[config.mk]
export PLATFORM = sky130hd
export DESIGN_NAME = tcmp_seq
export DESIGN_NICKNAME = d
export VERILOG_FILES = /design/src/rtl/tcmp_pkg.sv /design/src/rtl/tcmp_serial_neg_bit.sv /design/src/rtl/tcmp_seq.sv
export SDC_FILE = /design/constraint.sdc
export NUM_CORES = 1
export LEC_CHECK = 0
export BUFFER_PORTS_ARGS = -buffer_cell sky130_fd_sc_hd__buf_2
export CORE_AREA = 2 2 50 52
export CTS_BUF_LIST = sky130_fd_sc_hd__clkbuf_8 sky130_fd_sc_hd__clkbuf_16
export DETAILED_ROUTE_END_ITERATION = 10
export DIE_AREA = 0 0 52 54
export HOLD_SLACK_MARGIN = 0.03
export PLACE_DENSITY = 0.75
export SLEW_MARGIN = 20
export SYNTH_ARGS = -nofsm -noshare
export SYNTH_HDL_FRONTEND = slang
export SYNTH_SLANG_ARGS = --single-unit
[constraint.sdc]
create_clock -name clk -period 2 [get_ports clk]
set_input_delay 0.5 -clock clk [delete_from_list [all_inputs] [get_ports clk]]
set_output_delay 0.5 -clock clk [all_outputs]
set_load 0.02 [all_outputs]
[src/rtl/tcmp_pkg.sv]
// Shared definitions for the two's-complement negation sequencer.
package tcmp_pkg;

    localparam int DEF_WIDTH = 8;

    typedef enum logic [1:0] {
        ST_IDLE  = 2'd0,
        ST_SHIFT = 2'd1,
        ST_DONE  = 2'd2
    } state_t;

    // Bit counter must hold the value WIDTH itself.
    function automatic int cnt_width(input int width);
        return $clog2(width + 1);
    endfunction

endpackage

[src/rtl/tcmp_serial_neg_bit.sv]
// Bit-serial two's-complement negation cell, LSB first.
// Bits up to and including the first 1 pass through; later bits invert.
module serial_neg_bit (
    input  logic clk,
    input  logic rst,
    input  logic clr,
    input  logic a,
    output logic s
);

    logic z;

    // z remembers whether a 1 has been seen in the current word.
    always_ff @(posedge clk) begin
        if (rst || clr) begin
            s <= 1'b0;
            z <= 1'b0;
        end else begin
            s <= a ^ z;
            z <= a | z;
        end
    end

endmodule

[src/rtl/tcmp_seq.sv]
// Word-level sequencer: parallel in, bit-serial negation, parallel out.
//
// state | meaning
// IDLE  | waiting for an operand, in_ready high
// SHIFT | feeding operand bits to the cell and collecting result bits
// DONE  | result presented, waiting for out_ready
module tcmp_seq
    import tcmp_pkg::*;
#(
    parameter int WIDTH = DEF_WIDTH
) (
    input  logic             clk,
    input  logic             rst,
    input  logic             in_valid,
    output logic             in_ready,
    input  logic [WIDTH-1:0] in_data,
    output logic             out_valid,
    input  logic             out_ready,
    output logic [WIDTH-1:0] out_data,
    output logic             out_ovf,
    output logic             busy
);

    localparam int CNT_W = cnt_width(WIDTH);
    localparam logic [CNT_W-1:0] CNT_LAST = CNT_W'(WIDTH);

    state_t           state;
    state_t           state_nx;
    logic [WIDTH-1:0] opnd;
    logic [WIDTH-1:0] res;
    logic [CNT_W-1:0] cnt;
    logic             msb_in;
    logic             accept;
    logic             cell_a;
    logic             cell_s;

    assign accept = in_valid && in_ready;

    // The cell is cleared on the accepting edge so bit 0 sees z=0.
    serial_neg_bit u_cell (
        .clk (clk),
        .rst (rst),
        .clr (accept),
        .a   (cell_a),
        .s   (cell_s)
    );

    // State register.
    always_ff @(posedge clk) begin
        if (rst) begin
            state <= ST_IDLE;
        end else begin
            state <= state_nx;
        end
    end

    // Next-state logic.
    always_comb begin
        state_nx = state;
        case (state)
            ST_IDLE:  if (accept) state_nx = ST_SHIFT;
            ST_SHIFT: if (cnt == CNT_LAST) state_nx = ST_DONE;
            ST_DONE:  if (out_ready) state_nx = ST_IDLE;
            default:  state_nx = ST_IDLE;
        endcase
    end

    // Outputs decoded from the state register only (no in->out comb paths).
    always_comb begin
        in_ready  = (state == ST_IDLE) && !rst;
        out_valid = (state == ST_DONE);
        busy      = (state != ST_IDLE);
        cell_a    = (state == ST_SHIFT) ? opnd[0] : 1'b0;
        out_data  = res;
        out_ovf   = (state == ST_DONE) && msb_in && res[WIDTH-1];
    end

    // Operand/result shift registers and bit counter. The cell output lags
    // by one cycle, so result bits are captured while cnt is 1..WIDTH.
    always_ff @(posedge clk) begin
        if (rst) begin
            opnd   <= '0;
            res    <= '0;
            cnt    <= '0;
            msb_in <= 1'b0;
        end else if (accept) begin
            opnd   <= in_data;
            msb_in <= in_data[WIDTH-1];
            cnt    <= '0;
        end else if (state == ST_SHIFT) begin
            opnd <= opnd >> 1;
            cnt  <= cnt + CNT_W'(1);
            if (cnt != '0) begin
                res <= {cell_s, res[WIDTH-1:1]};
            end
        end
    end

endmodule

# Yosys cells after proc, flatten, opt, wreduce, memory -nomap -nowiden
# Cells that the tools add are included.
# word_totals
output_inout_bits,12
regBits,25
wordCells,37
# op_classes
bitwise,3
reduce_logical,13
addsub,1
n_mux,7
n_eq_ne,6
# ops
op,n
8-bit two-way mux,2
2-bit two-way mux,3
2-bit case mux with 3 select lines,1
3-bit AND reduction,2
"4-bit by 1-bit adder with 4-bit output, second input constant",1
"4-bit equality test, second input constant",1
1-bit logical AND,4
"2-bit by 1-bit inequality test with 1-bit output, second input constant",2
2-bit nonzero test,2
4-bit nonzero test,1
"2-bit by 1-bit equality test with 1-bit output, second input constant",1
"2-bit equality test, second input constant",1
2-bit logical NOT,1
"2-bit inequality test, second input constant",1
2-bit OR reduction,1
1-bit logical NOT,1
1-bit logical OR,1
1-bit two-way mux,1
1-bit NOT,1
1-bit OR,1
1-bit bitwise XOR,1

# Logic depth before layout (Yosys ltp)
# Gate-level depths: netlist of run 1.
# depth
word_depth,5
depth_mapped,6
depth_no_buf,5

# Hierarchy
# A second synthesis of run 1 with hierarchy kept.
# unflattened
cells_unflattened,122
area_unflattened_um2,1156.1
# modules_own_cells
mod,area_each_um2,n_inst,cells_each
tcmp_seq,1073.5,1,115
serial_neg_bit,82.6,1,7

# Least setup slack after synthesis of run 1
# OpenSTA, ideal clock, no wires.
# synth_path
path_kind,input to output
start,input port rst
end,output port in_ready
t_arrival_ns,1.297
path_buffers,2
path_slack_ns,0.203
path_stages,3
cell_sequence,clkbuf_1 > clkbuf_1 > nor2_1
# synth_between
elab_chain_len,2
# synth_rtl
element,line_no,source
from (decl),tcmp_seq.sv:13,"input logic rst,"
1-bit logical NOT,tcmp_seq.sv:70,in_ready = (state == ST_IDLE) && !rst;
1-bit logical AND,tcmp_seq.sv:70,
to (decl),tcmp_seq.sv:15,"output logic in_ready,"
# No other way between the ends.

# Worst setup path after layout of run 1
# layout_path
start,register state[1]
end,output port out_ovf
# layout_between
elab_chain_len,3
# layout_rtl
element,line_no,source
from (decl),tcmp_seq.sv:27,state_t state;
from (signal assigned),tcmp_seq.sv:53,state <= state_nx;
2-bit equality test,tcmp_seq.sv:75,out_ovf = (state == ST_DONE) && msb_in && res[WIDTH-1];
1-bit logical AND (2 in a row),tcmp_seq.sv:75,
to (decl),tcmp_seq.sv:20,"output logic out_ovf,"
# No other way between the ends.

==> results of run 1 <==
[final timing paths]
path	start	to	slack, ps
worst max register to register	state[0]	out_data[1]	470
worst min-delay path	u_cell.s	out_data[7]	470
worst max-delay path	state[1]	out_ovf	220
worst min register to register	u_cell.s	out_data[7]	470
[power by group]
| group | leakage [nW] | switching, mW | internal, mW |
|---|---|---|---|
| logic | 0.324 | 0.0729 | 0.0547 |
| registers | 0.203 | 0.0148 | 0.519 |
| clock network | 0.0217 | 0.166 | 0.141 |
[final cells by class]
type / instances / area, um^2
well taps: 30 / 37.5
multi-input cells: 84 / 564
flip-flops and latches: 25 / 500
clock buffers: 3 / 41.3
clock inverters: 1 / 7.51
fillers: 217 / 1010
inverters: 6 / 22.5
repair buffers: 26 / 138
[per-layer routing]
| metal | global-route usage, % | up-vias | wire length, um |
|---|---|---|---|
| met5 | 0 | - | 0 |
| li1 | - | 457 | - |
| met4 | 2.63 | 0 | 10 |
| met2 | 29.5 | 20 | 1040 |
| met3 | 6.94 | 2 | 128 |
| met1 | 18.7 | 399 | 965 |
[flip-flops by register name, indices dropped and copies added, names as in the netlist]
signal    flops
cnt           4
opnd          8
out_data      8
u_cell.s      1
u_cell.z      1
state         2
msb_in        1
[cell usage in the layout, fill, tap and decap left out, types with 2 or more instances in the layout]
cell and count:
a21oi_1 3, a311oi_2 7, nand3b_1 2, nor2_1 14, ha_1 3, nand3_1 2
or2_2 2, nand2b_1 9, nor3b_1 2, buf_2 23, o21ai_0 4, nor2b_1 2
dfxtp_1 25, mux2i_1 7, nand2_1 17, clkbuf_8 3, inv_1 6, buf_4 3
[metrics by stage]
stage | cell area (um^2) | utilization, % | total power, mW
6_report | 1310 | 56.5 | 0.969
3_3_place_gp | 1260 | 54.4 | 0.669
4_1_cts | 1310 | 56.5 | 0.973
3_5_place_dp | 1260 | 54.4 | 0.672
5_1_grt | 1310 | 56.5 | 1.01
2_1_floorplan | 1140 | - | 0.646
[worst max-delay path: stages, from the launching register on]
cell and delay, ps:
dfxtp_1 410, nor2b_1 250, and3_1 180, buf_2 160
[kinds of logic after synthesis]
family | after synthesis | synth area share, %
AND/OR/NAND/NOR | 56 | 24.9
AO/OA/AOI/OAI | 16 | 13.6
buffers and inverters | 14 | 6.79
multiplexers | 7 | 6.13
flip-flops | 25 | 43.8
XOR/XNOR | 2 | 1.53
adder cells (fa/ha/maj) | 3 | 3.29
==> run summary, run 1 <==
clk sinks: 25
Arr. time, crit path: 1280 ps
vias per inst: 5.02
Hold Path Class: register to register
Worst Slack Setup Final: 215 ps
most frequent cell after synthesis: dfxtp_1
clock buffer depth: 2
Remaining DRCs: 0
core region area: 0.00232 mm^2
synth top area cells: dfxtp_1 (44%), a311oi_2 (9.2%), mux2i_1 (6.1%), nand2_1 (5.6%), nand2b_1 (4.9%)
area grow syn2layout: 14.8%
grt total ovfl: 0
cell taking the most area after synthesis: dfxtp_1
crit path max fanout: 7
Leakage: 0.549 nW
Non-Filler Instances: 175
fin crit share: 89.2%
CTS tree: done
post-synthesis net count: 138
final hold vios: 0
HPWL after DPL: 1520 um
RSZ-0062 raised after global routing: false
final setup fails: 0
number of synthesized flops with an enable pin: 0
Tightest Pin Transition: 426 ps
Seq cells post-synth: 25
Clock Skew: 5.76 ps
Setup Slack @ Placement: 344 ps
Clock transition at path regs: 90 ps
Main synth FF type: dfxtp_1
WL/cell: 12.3 um
post-synthesis sequential area ratio: 43.8%
CTS Buf Count: 3
Syn Inst Count: 123
IR drop worst, VDD: 0.000653 V
overall routing resource usage: 16.5%
Worst-Skew Late Latency: 270 ps
status: finished, final reports clean
1st-pass router iterations: 4
Final ANT Viol Nets: 0
Synth top area share: 43.8%
Worst EP required: 1500 ps
pwr dens: 739 mW/mm^2
Async SR Flop Fraction: 0%
CP Capture Type: primary output
htree depth: 1
vias in the first global route: 818
port bufs: 23
fmax: 560 MHz
final WL: 2150 um
via count: 878
drt initial violations: 15
hold buffers post-CTS: 0
cell row count: 18
Post-synth top cells: dfxtp_1 (25), nand2_1 (17), nor2_1 (14)
Post-CTS Setup Inserts: 0
reg2reg path depth: 3
antenna cells: 0
Slew Limit Fails: 0
crit path launch type: register
NumNets Final: 161
hold path depth: 2
cell area after synthesis: 0.00114 mm^2
dpl cells: 171
RePlAce Congestion: 0.718
Root Buffer: clkbuf_8
WHS: 470 ps
final sum of negative setup slack: 0 ps
Max-slew headroom: 71.6%
Yosys cell types: 29
fin crit period: 1780 ps
initial antenna violation count: 0
Die Area: 0.00281 mm^2
largest net degree at the start of global routing: 17
die width: 52 um
Starting Density: 49.2%
share of cells above drive strength 1: 26.9%
Synth Area per Inst: 9.29 um^2
Yosys warning total: 0
Max Cap Viol: 0
PostCTS Resize Cnt: 0
critical path class: register to primary output
first-pass GRT wire length: 3400 um
Chip Height: 54 um
# IOs: 24
No activity file was read; power rests on OpenSTA's default activity.
==> inputs of run 2 (changes only) <==
CORE_AREA = 2 2 51 53   (was 2 2 50 52)
DIE_AREA = 0 0 53 55   (was 0 0 52 54)
PLACE_DENSITY = 0.73   (was 0.75)
SYNTH_HIERARCHICAL = 1   (was unset)
==> run 2 against run 1 <==
Synthesized cell count down 0.81%. Clock skew shrank 2.4 ps. Global-route usage grew 2.8 points. Clock-buffer cell count unchanged. Wire length is 11% higher. Cell count increased by 0.57%. Sequential cell count did not move. Maximum frequency shrank 2.2%. Worst setup slack worse by 40 ps. Critical path depth unchanged. First-iteration DRC count down 6.7%. Via count is 5.2% higher. Largest power group unchanged.
==> run summary, run 2 <==
via count: 924
grt total ovfl: 0
NumNets Final: 162
Non-Filler Instances: 176
Post-synth top cells: dfxtp_1 (25), nor2_1 (12), nand2_1 (10), nand2b_1 (10)
WL/cell: 13.6 um
fin crit share: 91.3%
Die Area: 0.00292 mm^2
most common cell after layout, fill and taps aside: dfxtp_1
PostCTS Resize Cnt: 0
Setup Slack @ Placement: 107 ps
cell taking the most area after synthesis: dfxtp_1
final WL: 2390 um
hold path depth: 3
CP cell instances: and2b_1 > and3_1 > buf_2
Finished Cell Area: 0.00134 mm^2
R2R Path Start: state[0]
dpl cells: 172
fin crit period: 1830 ps
crit path launch type: register
CTS Buf Count: 3
vias in the first global route: 909
Worst EP required: 1500 ps
initial antenna violation count: 0
core region area: 0.00236 mm^2
reg2reg path depth: 4
RSZ-0062 raised after global routing: false
Leakage: 0.582 nW
Max Cap Viol: 0
Chip Height: 55 um
post-synthesis sequential area ratio: 43.3%
share of cells above drive strength 1: 27.4%
Worst Slack Setup Final: 175 ps
final hold vios: 0
# IOs: 24
combinational group share of total power: 15.1%
IR drop worst, VDD: 0.000527 V
crit path max fanout: 9
most frequent cell after synthesis: dfxtp_1
die width: 53 um
CTS tree: done
Setup crit end: out_ovf
Int Pwr: 724 uW
Hold Path Class: input pin to register
CP startpoint: state[0]
Starting Density: 48.9%
drt initial violations: 14
clock buffer depth: 2
cell area after synthesis: 0.00116 mm^2
Yosys cell types: 35
flop2flop setup slack: 270 ps
RePlAce Congestion: 0.745
Clk pwr share: 30.8%
Tightest Pin Transition: 579 ps
area grow syn2layout: 15.9%
Largest stage delay, worst path: 480 ps
antenna cells: 0
Clock Skew: 3.33 ps
cell row count: 18
hold buffers post-CTS: 0
Slowest-stage cell, CP: dfxtp_1
Seq cells post-synth: 25
Worst-Skew Late Latency: 280 ps
area post-placement: 0.00129 mm^2
number of synthesized flops with an enable pin: 0
Synth top area share: 43.3%
final setup fails: 0
CP Capture Type: primary output
Async SR Flop Fraction: 0%
Final ANT Viol Nets: 0
final sum of negative setup slack: 0 ps
critical path class: register to primary output
Slew Limit Fails: 0
Synth Area per Inst: 9.48 um^2
htree depth: 1
most frequent cells in the layout: dfxtp_1 (25), buf_2 (23), nor2_1 (12), nand2b_1 (10), nand2_1 (10)
Post-CTS Setup Inserts: 0
Remaining DRCs: 0
Yosys warning total: 6
Root Buffer: clkbuf_8
post-synthesis net count: 137
switch share: 27.2%
Syn Inst Count: 122
port bufs: 23
clk sinks: 25
status: finished, final reports clean
synth top area cells: dfxtp_1 (43%), mux2i_1 (7.8%), a211oi_2 (7.6%), nand2b_1 (5.4%), a21oi_1 (3.9%)
vias per inst: 5.25
NetSw: 270 uW
Max-slew headroom: 61.1%
R2R Path End: opnd[4]
fmax: 548 MHz
largest net degree at the start of global routing: 28
Main synth FF type: dfxtp_1
HPWL after DPL: 1750 um
overall routing resource usage: 19.4%
first-pass GRT wire length: 4050 um
Arr. time, crit path: 1330 ps
1st-pass router iterations: 4
Clock transition at path regs: 90 ps
Seq pwr share: 54.1%
pwr dens: 741 mW/mm^2
## run 2: per-stage QoR
stage | util (%) | hold WS (ps) | power, mW
after global placement | 54.7 | 455 | 0.692
after floorplan | - | 438 | 0.658
final | 56.7 | 481 | 0.994
after global routing | 56.7 | 487 | 1.04
after CTS | 56.7 | 484 | 1.00
after detailed placement | 54.7 | 472 | 0.699
## run 2: worst min-delay path by stage
stage	startpoint	endpoint	slack, ps
floorplan	u_cell/s	out_data[7]	440
global placement	opnd[7]	opnd[7]	460
detailed placement	opnd[7]	opnd[6]	470
CTS	in_data[7]	opnd[7]	480
global route	in_data[7]	opnd[7]	490
finish	in_data[7]	opnd[7]	480
## run 2: critical path, delay by kind of cell, from the launching register on
| kind | cells | cell delay, ps |
|---|---|---|
| flip-flops | 1 | 480 |
| AND/OR/NAND/NOR | 2 | 420 |
| buffers and inverters | 1 | 150 |
## run 2: kinds of logic after synthesis
| family | share of synthesized area (%) |
|---|---|
| AOI/OAI and AO/OA | 16.8 |
| adders and majority gates | 3.25 |
| buffers and inverters | 5.63 |
| DFF | 43.3 |
| muxes | 7.79 |
| and+or+nand+nor | 23.3 |
## run 2: layer usage
metal | routed length, um | track usage (%) | up-vias | part of all wire [%]
met5 | 0 | 0 | - | 0
met4 | 42 | 8.12 | 0 | 1.8
met3 | 153 | 4.57 | 5 | 6.4
met2 | 1120 | 33.5 | 32 | 47
met1 | 1080 | 23.1 | 415 | 45
li1 | - | - | 472 | -
## run 2: cell type report
type,count,area (um^2)
Multi-Input combinational cell,86,591
Timing Repair Buffer,25,130
Tap cell,30,37.5
Fill cell,235,1020
Sequential cell,25,500
Clock buffer,3,41.3
Inverter,6,35.0
Clock inverter,1,5.00
## run 2: power groups by stage
| stage | Combinational (mW) | Sequential (mW) | Clock (mW) |
|---|---|---|---|
| final | 0.150 | 0.537 | 0.306 |
| after floorplan | 0.115 | 0.543 | 0 |
| after CTS | 0.151 | 0.537 | 0.313 |
| after global routing | 0.166 | 0.540 | 0.332 |
| after detailed placement | 0.151 | 0.548 | 0 |
| after global placement | 0.145 | 0.547 | 0 |
==> inputs of run 3 (changes only) <==
ABC_AREA = 1   (was unset)
CTS_CLUSTER_DIAMETER = 50   (was unset)
==> run 3 against run 2 <==
Sequential power rose by 6.0%. Via count rose by 12%. Sequential share of layout area rose by 0.25 points. Cell count rose by 23%. Global-route usage fell by 1.3 points.
==> run summary, run 3 <==
status: finished, final reports clean
area grow syn2layout: 14.7%
drt initial violations: 20
PostCTS Resize Cnt: 0
clock buffer depth: 2
cell area after synthesis: 0.00116 mm^2
1st-pass router iterations: 4
Starting Density: 49.1%
Worst Slack Setup Final: 204 ps
Arr. time, crit path: 1300 ps
Root Buffer: clkbuf_8
Async SR Flop Fraction: 0%
CTS Buf Count: 3
clk sinks: 25
Post-CTS Setup Inserts: 0
most frequent cell after synthesis: nand2_1
Hold Path Class: input pin to register
CP Capture Type: primary output
dpl cells: 212
Post-synth top cells: nand2_1 (31), nor2_1 (26), dfxtp_1 (25)
CTS tree: done
core region area: 0.00236 mm^2
Worst-Skew Late Latency: 270 ps
# IOs: 24
most frequent cells in the layout: nand2_1 (31), nor2_1 (26), dfxtp_1 (25), buf_2 (23), inv_1 (20)
grt total ovfl: 0
post-synthesis net count: 179
WP buf/inv: 2
Max Cap Viol: 0
NumNets Final: 202
Syn Inst Count: 164
final setup fails: 0
share of cells above drive strength 1: 19.4%
port bufs: 23
antenna cells: 0
area post-placement: 0.00128 mm^2
Setup Slack @ Placement: 392 ps
Chip Height: 55 um
Clock transition at path regs: 90 ps
most common cell after layout, fill and taps aside: nand2_1
fmax: 557 MHz
Die Area: 0.00292 mm^2
Remaining DRCs: 0
via count: 1,034
number of synthesized flops with an enable pin: 0
Main synth FF type: dfxtp_1
post-synthesis sequential area ratio: 43.1%
crit path launch type: register
final sum of negative setup slack: 0 ps
CP top delay family: flip-flops
vias in the first global route: 916
Max-slew headroom: 77.0%
initial antenna violation count: 0
Yosys cell types: 20
Tightest Pin Transition: 345 ps
Multi-input gate area: 531 um^2
RSZ-0062 raised after global routing: false
critical path class: register to primary output
cell taking the most area after synthesis: dfxtp_1
Yosys warning total: 6
CP cell instances: inv_1 > nor2_1 > nand2_1 > nor2_1 > buf_2
Synth Area per Inst: 7.08 um^2
vias per inst: 4.79
Seq cells post-synth: 25
final hold vios: 0
Reg area: 500 um^2
Finished Cell Area: 0.00133 mm^2
hold buffers post-CTS: 0
cell row count: 18
Slowest-stage cell, CP: dfxtp_1
die width: 53 um
HPWL after DPL: 1710 um
overall routing resource usage: 18.1%
first-pass GRT wire length: 3840 um
filler instances: 234
fin crit share: 89.8%
Leakage: 0.623 nW
Synth top area share: 43.1%
Slew Limit Fails: 0
RePlAce Congestion: 0.877
pwr dens: 837 mW/mm^2
IR drop worst, VDD: 0.000697 V
Final ANT Viol Nets: 0
Non-Filler Instances: 216
crit path max fanout: 3
synth top area cells: dfxtp_1 (43%), nand2_1 (10%), nor2_1 (8.4%), inv_1 (6.5%), nand3_1 (5.2%)
final WL: 2270 um
largest net degree at the start of global routing: 20
Clock Skew: 2.47 ps
Largest stage delay, worst path: 440 ps
Worst EP required: 1500 ps
htree depth: 1
Critical Path Most Common Cell: nor2_1
WL/cell: 10.5 um
Core Util, Final: 56.3%
fin crit period: 1800 ps
==> run 3: through the flow <==
step                hold WS, ps  total power [mW]
floorplan                   439             0.772
global placement            465             0.825
detailed placement          472             0.833
CTS                         465              1.12
global route                486              1.18
finish                      467              1.11
==> run 3: metal layers <==
metal / wire [um] / vias to the layer above / track usage [%]
met5: 0 / - / 0
met2: 1030 / 19 / 28.5
met4: 40 / 0 / 8.55
met3: 79 / 4 / 5.91
met1: 1120 / 452 / 22.4
li1: - / 559 / -
==> run 3: worst register-to-register path, cell delays in order (launching register included) <==
cell	delay [ps]
dfxtp_1	450
inv_2	70
nor2_4	290
nand2_2	190
inv_2	160
nor2_1	50
nor2_1	120
==> run 3: cells by family (layout without fill, tap and decap cells) <==
kind of cell	after synthesis	after routing	share of synthesized area, %
AND/OR/NAND/NOR	83	83	32.7
adder cells (fa/ha/maj)	3	3	3.23
buffers and inverters	31	53	11.2
AO/OA/AOI/OAI	21	21	9.05
XOR/XNOR	1	1	0.754
flip-flops	25	25	43.1
==> run 3: path summary, 6_finish.rpt <==
kind,startpoint,endpoint,slack (ps),depth (start not counted)
max,state[1],out_ovf,200,5
min reg2reg,out_data[0],out_data[0],490,2
min,in_data[7],msb_in,470,3
max reg2reg,state[0],out_data[5],610,6
==> run 3: cell type report <==
cell class | instances | share of cell area, %
Clock buffer | 3 | 3.10
Timing Repair Buffer | 24 | 9.21
Tap cell | 30 | 2.82
Inverter | 25 | 7.05
Multi-Input combinational cell | 108 | 39.8
Clock inverter | 1 | 0.376
Sequential cell | 25 | 37.6
==> run 3: power by group <==
group          leakage (nW)  internal, mW  switching (mW)  total, mW
sequential            0.204         0.539          0.0307      0.569
clock                0.0255         0.139           0.155      0.295
combinational         0.394        0.0856           0.165      0.251
total                 0.623         0.764           0.351       1.11
